File: src/rtl/coeff_seq_pkg.sv
// Shared types and default sizing for the FIR coefficient load sequencer.
package coeff_seq_pkg;

    localparam int DEF_DATA_W    = 16;
    localparam int DEF_NUM_COEFF = 4;
    localparam int DEF_TIMEOUT   = 16;

    typedef enum logic [2:0] {
        IDLE,
        ASSERT_LC,
        WAIT_ACK,
        NEXT,
        DONE,
        ERR
    } state_t;

endpackage

File: src/rtl/flex_counter.sv
// Clearable up-counter; rollover_flag is high while the count equals rollover_val.
module flex_counter #(
    parameter int NUM_CNT_BITS = 4
) (
    input  logic                    clk,
    input  logic                    n_rst,
    input  logic                    clear,
    input  logic                    count_enable,
    input  logic [NUM_CNT_BITS-1:0] rollover_val,
    output logic                    rollover_flag
);

    logic [NUM_CNT_BITS-1:0] count;

    always_ff @(posedge clk or negedge n_rst) begin
        if (!n_rst) begin
            count <= '0;
        end else if (clear) begin
            count <= '0;
        end else if (count_enable) begin
            if (count == rollover_val) begin
                count <= NUM_CNT_BITS'(1);
            end else begin
                count <= count + 1'b1;
            end
        end
    end

    assign rollover_flag = (count == rollover_val);

endmodule

File: src/rtl/coeff_load_sequencer.sv
// Buffers a coefficient set from the host and replays it into the FIR controller's
// lc/modwait handshake, holding off sample traffic while a load owns the datapath.
module coeff_load_sequencer
    import coeff_seq_pkg::*;
#(
    parameter int DATA_W    = DEF_DATA_W,
    parameter int NUM_COEFF = DEF_NUM_COEFF,
    parameter int TIMEOUT   = DEF_TIMEOUT,
    localparam int IDX_W    = (NUM_COEFF > 1) ? $clog2(NUM_COEFF) : 1
) (
    input  logic              clk,
    input  logic              n_rst,
    input  logic              coeff_wr,
    input  logic [IDX_W-1:0]  coeff_wr_idx,
    input  logic [DATA_W-1:0] coeff_wr_data,
    input  logic              load_start,
    input  logic              data_ready_in,
    input  logic              modwait,
    output logic              lc,
    output logic [DATA_W-1:0] fir_coefficient,
    output logic              data_ready_out,
    output logic              busy,
    output logic              load_done,
    output logic              err,
    output logic              wr_overrun
);

    localparam int                CNT_W       = $clog2(TIMEOUT + 1);
    localparam logic [IDX_W-1:0]  LAST_IDX    = IDX_W'(NUM_COEFF - 1);
    localparam logic [CNT_W-1:0]  TIMEOUT_VAL = CNT_W'(TIMEOUT);

    state_t            state;
    state_t            state_next;
    logic [IDX_W-1:0]  idx;
    logic [IDX_W-1:0]  idx_inc;
    logic [DATA_W-1:0] coeff_buf [NUM_COEFF];
    logic              pending_load;
    logic              host_owned;
    logic              timeout;
    logic              cnt_clear;
    logic              cnt_en;
    logic              lc_next;
    logic              load_done_next;

    assign idx_inc    = idx + 1'b1;
    assign host_owned = (state == IDLE) || (state == ERR);

    flex_counter #(
        .NUM_CNT_BITS(CNT_W)
    ) u_timeout_cnt (
        .clk          (clk),
        .n_rst        (n_rst),
        .clear        (cnt_clear),
        .count_enable (cnt_en),
        .rollover_val (TIMEOUT_VAL),
        .rollover_flag(timeout)
    );

    always_ff @(posedge clk or negedge n_rst) begin
        if (!n_rst) begin
            state <= IDLE;
        end else begin
            state <= state_next;
        end
    end

    // A sample already in flight (data_ready_in or modwait) keeps the load deferred.
    always_comb begin
        state_next = state;
        case (state)
            IDLE: begin
                if (pending_load && !data_ready_in && !modwait) begin
                    state_next = ASSERT_LC;
                end
            end
            ASSERT_LC: begin
                if (modwait) begin
                    state_next = WAIT_ACK;
                end else if (timeout) begin
                    state_next = ERR;
                end
            end
            WAIT_ACK: begin
                if (!modwait) begin
                    state_next = (idx == LAST_IDX) ? DONE : NEXT;
                end else if (timeout) begin
                    state_next = ERR;
                end
            end
            NEXT:    state_next = ASSERT_LC;
            DONE:    state_next = IDLE;
            ERR: begin
                if (load_start) begin
                    state_next = IDLE;
                end
            end
            default: state_next = IDLE;
        endcase
    end

    always_comb begin
        lc_next        = (state_next == ASSERT_LC);
        load_done_next = (state_next == DONE);
        cnt_en         = (state == ASSERT_LC) || (state == WAIT_ACK);
        cnt_clear      = (state_next != state) &&
                         ((state_next == ASSERT_LC) || (state_next == WAIT_ACK));
        busy           = (state != IDLE) && (state != ERR);
        data_ready_out = data_ready_in && (state == IDLE);
    end

    always_ff @(posedge clk or negedge n_rst) begin
        if (!n_rst) begin
            lc              <= 1'b0;
            load_done       <= 1'b0;
            fir_coefficient <= '0;
            idx             <= '0;
            pending_load    <= 1'b0;
            err             <= 1'b0;
            wr_overrun      <= 1'b0;
            coeff_buf       <= '{default: '0};
        end else begin
            lc         <= lc_next;
            load_done  <= load_done_next;
            wr_overrun <= coeff_wr && !host_owned;

            if (coeff_wr && host_owned) begin
                coeff_buf[coeff_wr_idx] <= coeff_wr_data;
            end

            if (load_start && host_owned) begin
                pending_load <= 1'b1;
            end else if ((state == DONE) || (state_next == ERR)) begin
                pending_load <= 1'b0;
            end

            if (load_start && host_owned) begin
                err <= 1'b0;
            end else if (state_next == ERR) begin
                err <= 1'b1;
            end

            // Coefficient only moves on load entry or in NEXT, so it is stable under modwait.
            if ((state == IDLE) && (state_next == ASSERT_LC)) begin
                idx             <= '0;
                fir_coefficient <= coeff_buf[0];
            end else if (state == NEXT) begin
                idx             <= idx_inc;
                fir_coefficient <= coeff_buf[idx_inc];
            end
        end
    end

endmodule

File: config.mk
export PLATFORM = sky130hd
export DESIGN_NAME = coeff_load_sequencer
export DESIGN_NICKNAME = d
export VERILOG_FILES = /design/src/rtl/coeff_seq_pkg.sv /design/src/rtl/flex_counter.sv /design/src/rtl/coeff_load_sequencer.sv
export SDC_FILE = /design/constraint.sdc
export NUM_CORES = 1
export LEC_CHECK = 0
export ABC_CLOCK_PERIOD_IN_PS = 2100
export CORE_MARGIN = 8
export CORE_UTILIZATION = 55
export CTS_CLUSTER_SIZE = 40
export DETAILED_ROUTE_END_ITERATION = 16
export DONT_BUFFER_PORTS = 1
export GPL_TIMING_DRIVEN = 0
export PLACE_DENSITY = 0.73
export SLEW_MARGIN = 20
export SYNTH_ARGS = -nofsm -noshare
export SYNTH_HDL_FRONTEND = slang
export SYNTH_SLANG_ARGS = --single-unit
File: constraint.sdc
create_clock -name clk -period 2.1 [get_ports clk]
set_clock_uncertainty 0.1 [all_clocks]
set_input_delay 0.42 -clock clk [delete_from_list [all_inputs] [get_ports clk]]
set_output_delay 0.42 -clock clk [all_outputs]
set_load 0.03 [all_outputs]
-- Word level (Yosys, flattened, before mapping)
Cells that the tools add are included.
- output and inout bits: 22
- bits of input ports: 24
- word-level logic and storage cells: 80
- register bits: 95
- add/sub/neg operators: 2
- eq/ne operators: 13
- $lt $le $gt $ge: 3
- reduce and logical (&&, ||, !) cells: 23
- mux-type cells: 24
- bitwise gates (word level): 2
- operators with widths (operator ; number):
    $mux W16 ; 5
    $bwmux W64 ; 1
    $bmux W16 S2 ; 1
    $demux W16 S2 ; 1
    $mux W3 ; 6
    $mux W5 ; 3
    $pmux W3 S5 ; 1
    $eq A3 B3 Y1 const B ; 4
    $logic_and A1 B1 Y1 ; 10
    $eq A3 B2 Y1 const B ; 3
    $reduce_bool A2 Y1 ; 4
    $eq A3 B1 Y1 const B ; 2
    $ge A3 B3 Y1 const B ; 2
    $not A2 Y3 ; 2
    $add A5 B1 Y5 const B ; 1
    $eq A5 B5 Y1 const B ; 1
    $logic_or A1 B1 Y1 ; 4
    $mux W1 ; 4
    $mux W2 ; 2
    $logic_not A1 Y1 ; 3
    $logic_not A3 Y1 ; 1
    $lt A3 B1 Y1 const B ; 1
    $ne A3 B3 Y1 ; 1
    $ne A3 B3 Y1 const B ; 1
    3 further kinds ; 3

-- Longest topological paths before layout
- depth in word-level cells: 9
- mapped depth: 8
- gate-level depth less buffers: 7

-- Hierarchy
Synthesis repeated with hierarchy kept, for this count alone.
- cells, all modules: 321
- area, all modules: 4550.6 sq um
- modules (own cells, without submodules) (module ; area each (sq um) ; instances ; cells each ; sequential area each (sq um)):
    coeff_load_sequencer ; 4192.8 ; 1 ; 285 ; 2252.2
    flex_counter ; 357.8 ; 1 ; 36 ; 125.1

-- Worst setup path before layout
Ideal clock, no wire load.
- path type: register to register
- start point: reg state[2]
- end point: reg coeff_buf[22] (netlist bit)
- path slack: 0.023 ns
- path buffers: 2
- period minus slack after synthesis: 2.077 ns
- data arrival time: 1.852 ns
- required time: 1.875 ns
- setup time: 0.125 ns
- stages on the path, launching flop included: 8
- cells stage by stage: dfrtp_1 > buf_6 > nor2b_1 > nor3_4 > nand2_4 > nor3b_4 > buf_12 > mux2_4
- longest elaborated chain between the ends: 3
- elaborated cells between the ends (all ways): 4
- those cells by class: 1 x eq/ne; 3 x reduce/logical
- RTL lines (what ; line ; text):
    from (decl) ; coeff_load_sequencer.sv:32 ; state_t state;
    from (signal assigned) ; coeff_load_sequencer.sv:63 ; state <= state_next;
    $eq A3 B3 Y1 or $logic_not A3 Y1 (tied branches) ; coeff_load_sequencer.sv:46 ; assign host_owned = (state == IDLE) || (state == ERR);
    $logic_or A1 B1 Y1 (*) ; coeff_load_sequencer.sv:46 ;
    $logic_and A1 B1 Y1 (*) ; coeff_load_sequencer.sv:126 ; if (coeff_wr && host_owned) begin
    to (signal, indexed assignment) ; coeff_load_sequencer.sv:127 ; coeff_buf[coeff_wr_idx] <= coeff_wr_data;
    to (decl) ; coeff_load_sequencer.sv:36 ; logic [DATA_W-1:0] coeff_buf [NUM_COEFF];
Mark *: on every way between the ends. The rest lies on a longest branch, timed or not.
A chain may end at the register's enable or synchronous reset.

-- Worst setup path after layout
- start point: reg state[1]
- end point: reg pending_load
- elaborated cells between the ends (all ways): 18
- those cells by class: 6 x eq/ne; 7 x mux; 5 x reduce/logical
- RTL lines (what ; line ; text):
    $eq A3 B3 Y1 (tied with other cells) ; coeff_load_sequencer.sv:70 ; case (state)
    $pmux W3 S5 (*) ; coeff_load_sequencer.sv:70 ;
    named net state_next[0] ; coeff_load_sequencer.sv:33 ; state_t state_next;
    $eq A3 B3 Y1 (*) ; coeff_load_sequencer.sv:132 ; end else if ((state == DONE) || (state_next == ERR)) begin
    $logic_or A1 B1 Y1 (*) ; coeff_load_sequencer.sv:132 ;
    $reduce_bool A2 Y1 (no line) (*) ; - ;
    to (signal assigned) ; coeff_load_sequencer.sv:117 ; pending_load <= 1'b0;
    to (signal assigned) ; coeff_load_sequencer.sv:131 ; pending_load <= 1'b1;
    to (signal assigned) ; coeff_load_sequencer.sv:133 ; pending_load <= 1'b0;
    to (decl) ; coeff_load_sequencer.sv:37 ; logic pending_load;
The timed path passes the listed nets; every way through them passes the cells marked *.

==> metrics <==
Critical Path AT=2.23 ns; crit path cell chain=buf_4 -> nand2b_1 -> o22ai_1 -> or3_1 -> and2_1 -> a311oi_1; Post-DP HPWL=5950 µm; sequential fraction of the synthesis area=0.524; pwr dens=1510 nW/µm²; Leak Pwr=0.00226 µW; max-cap violation count=0; initial detailed-routing violation count=123; failing checks=negative hold slack; CP max-delay cell=dfrtp_1; Die Wd=107 µm; Port Buffer Count=0; grt ovf=0; via count=2767; reg2reg end=pending_load; max_slew headroom=0.738; synth-to-layout area growth=12.1%; TritonRoute pass-1 iters=4; Syn Std Cell Area=4530 µm²; # rows=33; f_max=482 MHz; Reg clk slew, reported paths=0.09 ns; fraction of registers with async set/reset=1.00; fin crit period=2.08 ns; Cells after Synth=331; final wirelength=9540 µm; worst skew pair latency=0.36 ns; CTS max path bufs=2; GRT Total Usage=0.171; syn_area_per_cell=13.7 µm²; r2r startpoint=state[1]; setup violators final=0; kind of critical path=reg -> reg; gpl congestion=0.834; Max H-tree Level=3; n_diodes=0; peak supply drop=0.561 mV; initial antenna violation count=0; ys flop type=dfrtp_1; share of cells above drive strength 1=0.399; placed cell count=436; core region area=8090 µm²; worst slew pin tran=0.394 ns; Final Hold Viols=95; Ports=46; Starting Density=0.560; Max Slew Vio Count=0; number of library cell types mapped by synthesis=50; r2r setup slk=0.02 ns; Wirelength per Cell=20.7 µm; number of flops mapped to enable cells by yosys=0; Setup crit start kind=flop; critical path's top delay family=simple AND/OR/NAND/NOR gates; drt drc=0; CTS tree=built; area of the die=11400 µm²; Worst EP required=2.26 ns; CP endpoint kind=flop; worst-case reg-to-reg path depth=6; total CTS buffers=9; Chip Height=107 µm; crit-path max FO=10; Min-Delay Path Class=in -> async; Ys Warns=0; Syn Nets=358; final-stage net count=378; slowest stage delay, CP=0.46 ns; Fillers=624; Via density=6.00; final non-filler cell total=461; Tcrit/Tclk final=0.988; largest net degree at the start of global routing=96; status=complete, but fails checks; #FFs+latches synth=95; RSZ-0062 raised after global routing=true; worst hold slack=-0.353 ns; Worst Path Buf+Inv=1; Routed Antenna Nets=0; vias in the first global route=2772; first-pass GRT wire length=15000 µm; Root Buffer=clkbuf_8; CTS Sinks=95
## cell usage in the layout (no fill, tap or decap), drive strengths merged, types with 2 or more instances in the layout
cell type,instances
dfrtp,95
o21ai,20
nor3,5
and3,2
xor2,2
and3b,2
nor2b,2
nand2,23
o32ai,2
inv,9
a211oi,2
a21oi,2
nor2,12
mux4,16
clkbuf,16
a2bb2oi,2
clkinv,2
and2,2
buf,23
ha,3
nand3,5
mux2,66
nand2b,4
mux2i,16
nor4,3
## cell type report
type,count,area [µm²],area share
repair buffers,11,126,0.0249
flip-flops and latches,95,2380,0.468
plain buffers,17,133,0.0261
well taps,105,131,0.0258
clock inverters,5,56.3,0.0111
inverters,8,30.0,0.00591
multi-input cells,209,2090,0.410
clock buffers,11,141,0.0278
## layer usage
metal,track usage,up-vias,part of all wire
met5,0,-,0
met4,0.0513,0,0.016
met3,0.0450,15,0.049
met2,0.287,56,0.51
met1,0.212,1450,0.42
li1,-,1246,-
## Yosys cell counts, types with 2 or more instances
library cell,number,share of area
and3b_1,2,0.0039
nand3_1,5,0.0055
a21oi_1,2,0.0022
o21ai_0,20,0.022
nor4_1,3,0.0041
nor2_1,12,0.0099
and2_1,2,0.0028
buf_4,3,0.0050
ha_1,3,0.0083
buf_2,6,0.0066
mux4_2,16,0.079
nand2_1,22,0.018
nand2b_1,4,0.0055
xor2_1,2,0.0039
and3_1,2,0.0028
clkbuf_1,8,0.0066
mux2_4,10,0.033
nor3_1,3,0.0033
mux2i_1,16,0.035
inv_1,8,0.0066
mux2_2,56,0.14
dfrtp_1,95,0.52
nor3_4,2,0.0072
a2bb2oi_1,2,0.0039
nor2b_1,2,0.0028
## power by group
part / total, µW / switching (µW) / internal, µW
Combinational: 2930 / 1220 / 1710
Sequential: 3520 / 842 / 2680
Clock: 1220 / 635 / 584
Total: 7670 / 2700 / 4970
## stage by stage
| stage | area (µm²) | TNS, ns | setup slack, ns | util | total power [µW] |
|---|---|---|---|---|---|
| 6_report | 5080 | 0 | 0.0250 | 0.628 | 7670 |
| 2_1_floorplan | 4530 | 0 | 0.0225 | - | 5610 |
| 4_1_cts | 4960 | -0.00768 | -0.00446 | 0.613 | 7520 |
| 3_5_place_dp | 4670 | -11.73 | -0.529 | 0.577 | 6200 |
| 5_1_grt | 5080 | -0.0846 | -0.0274 | 0.628 | 8120 |
| 3_3_place_gp | 4670 | -11.12 | -0.419 | 0.577 | 6080 |
## flip-flops by register name, indices dropped and copies added (netlist names)
| signal | count |
|---|---|
| pending_load | 1 |
| coeff_buf | 64 |
| state | 3 |
| load_done | 1 |
| err | 1 |
| lc | 1 |
| u_timeout_cnt.count | 5 |
| fir_coefficient | 16 |
| idx | 2 |
| wr_overrun | 1 |
## kinds of logic after synthesis
family	Yosys count	share of synthesized area
muxes	98	0.287
DFF	95	0.524
and+or+nand+nor	68	0.0883
AOI/OAI and AO/OA	37	0.0546
buffers and inverters	27	0.0317
xor gates and xnor gates	3	0.00580
adders and majority gates	3	0.00828
## how the worst max path moves through the flow
stage                   from                  end  slack (ns)  cells after the start
detailed placement    idx[1]  fir_coefficient[10]       -0.53                      6
CTS                 state[2]        coeff_buf[16]      -0.004                      9
global route        state[1]  fir_coefficient[10]       -0.03                      7
floorplan           state[2]        coeff_buf[22]        0.02                      7
finish              state[1]         pending_load        0.02                      6
global placement      idx[0]  fir_coefficient[10]       -0.42                      6
## repair_timing
action / CTS / global route
resized for setup: 17 / 17
hold endpoints to repair: 95 / 95
pin swaps: 4 / 4
endpoints found under the setup margin: 71 / 57
cloned: 1 / 0
setup buffers: 5 / 5
(Power assumes the default switching activity.)
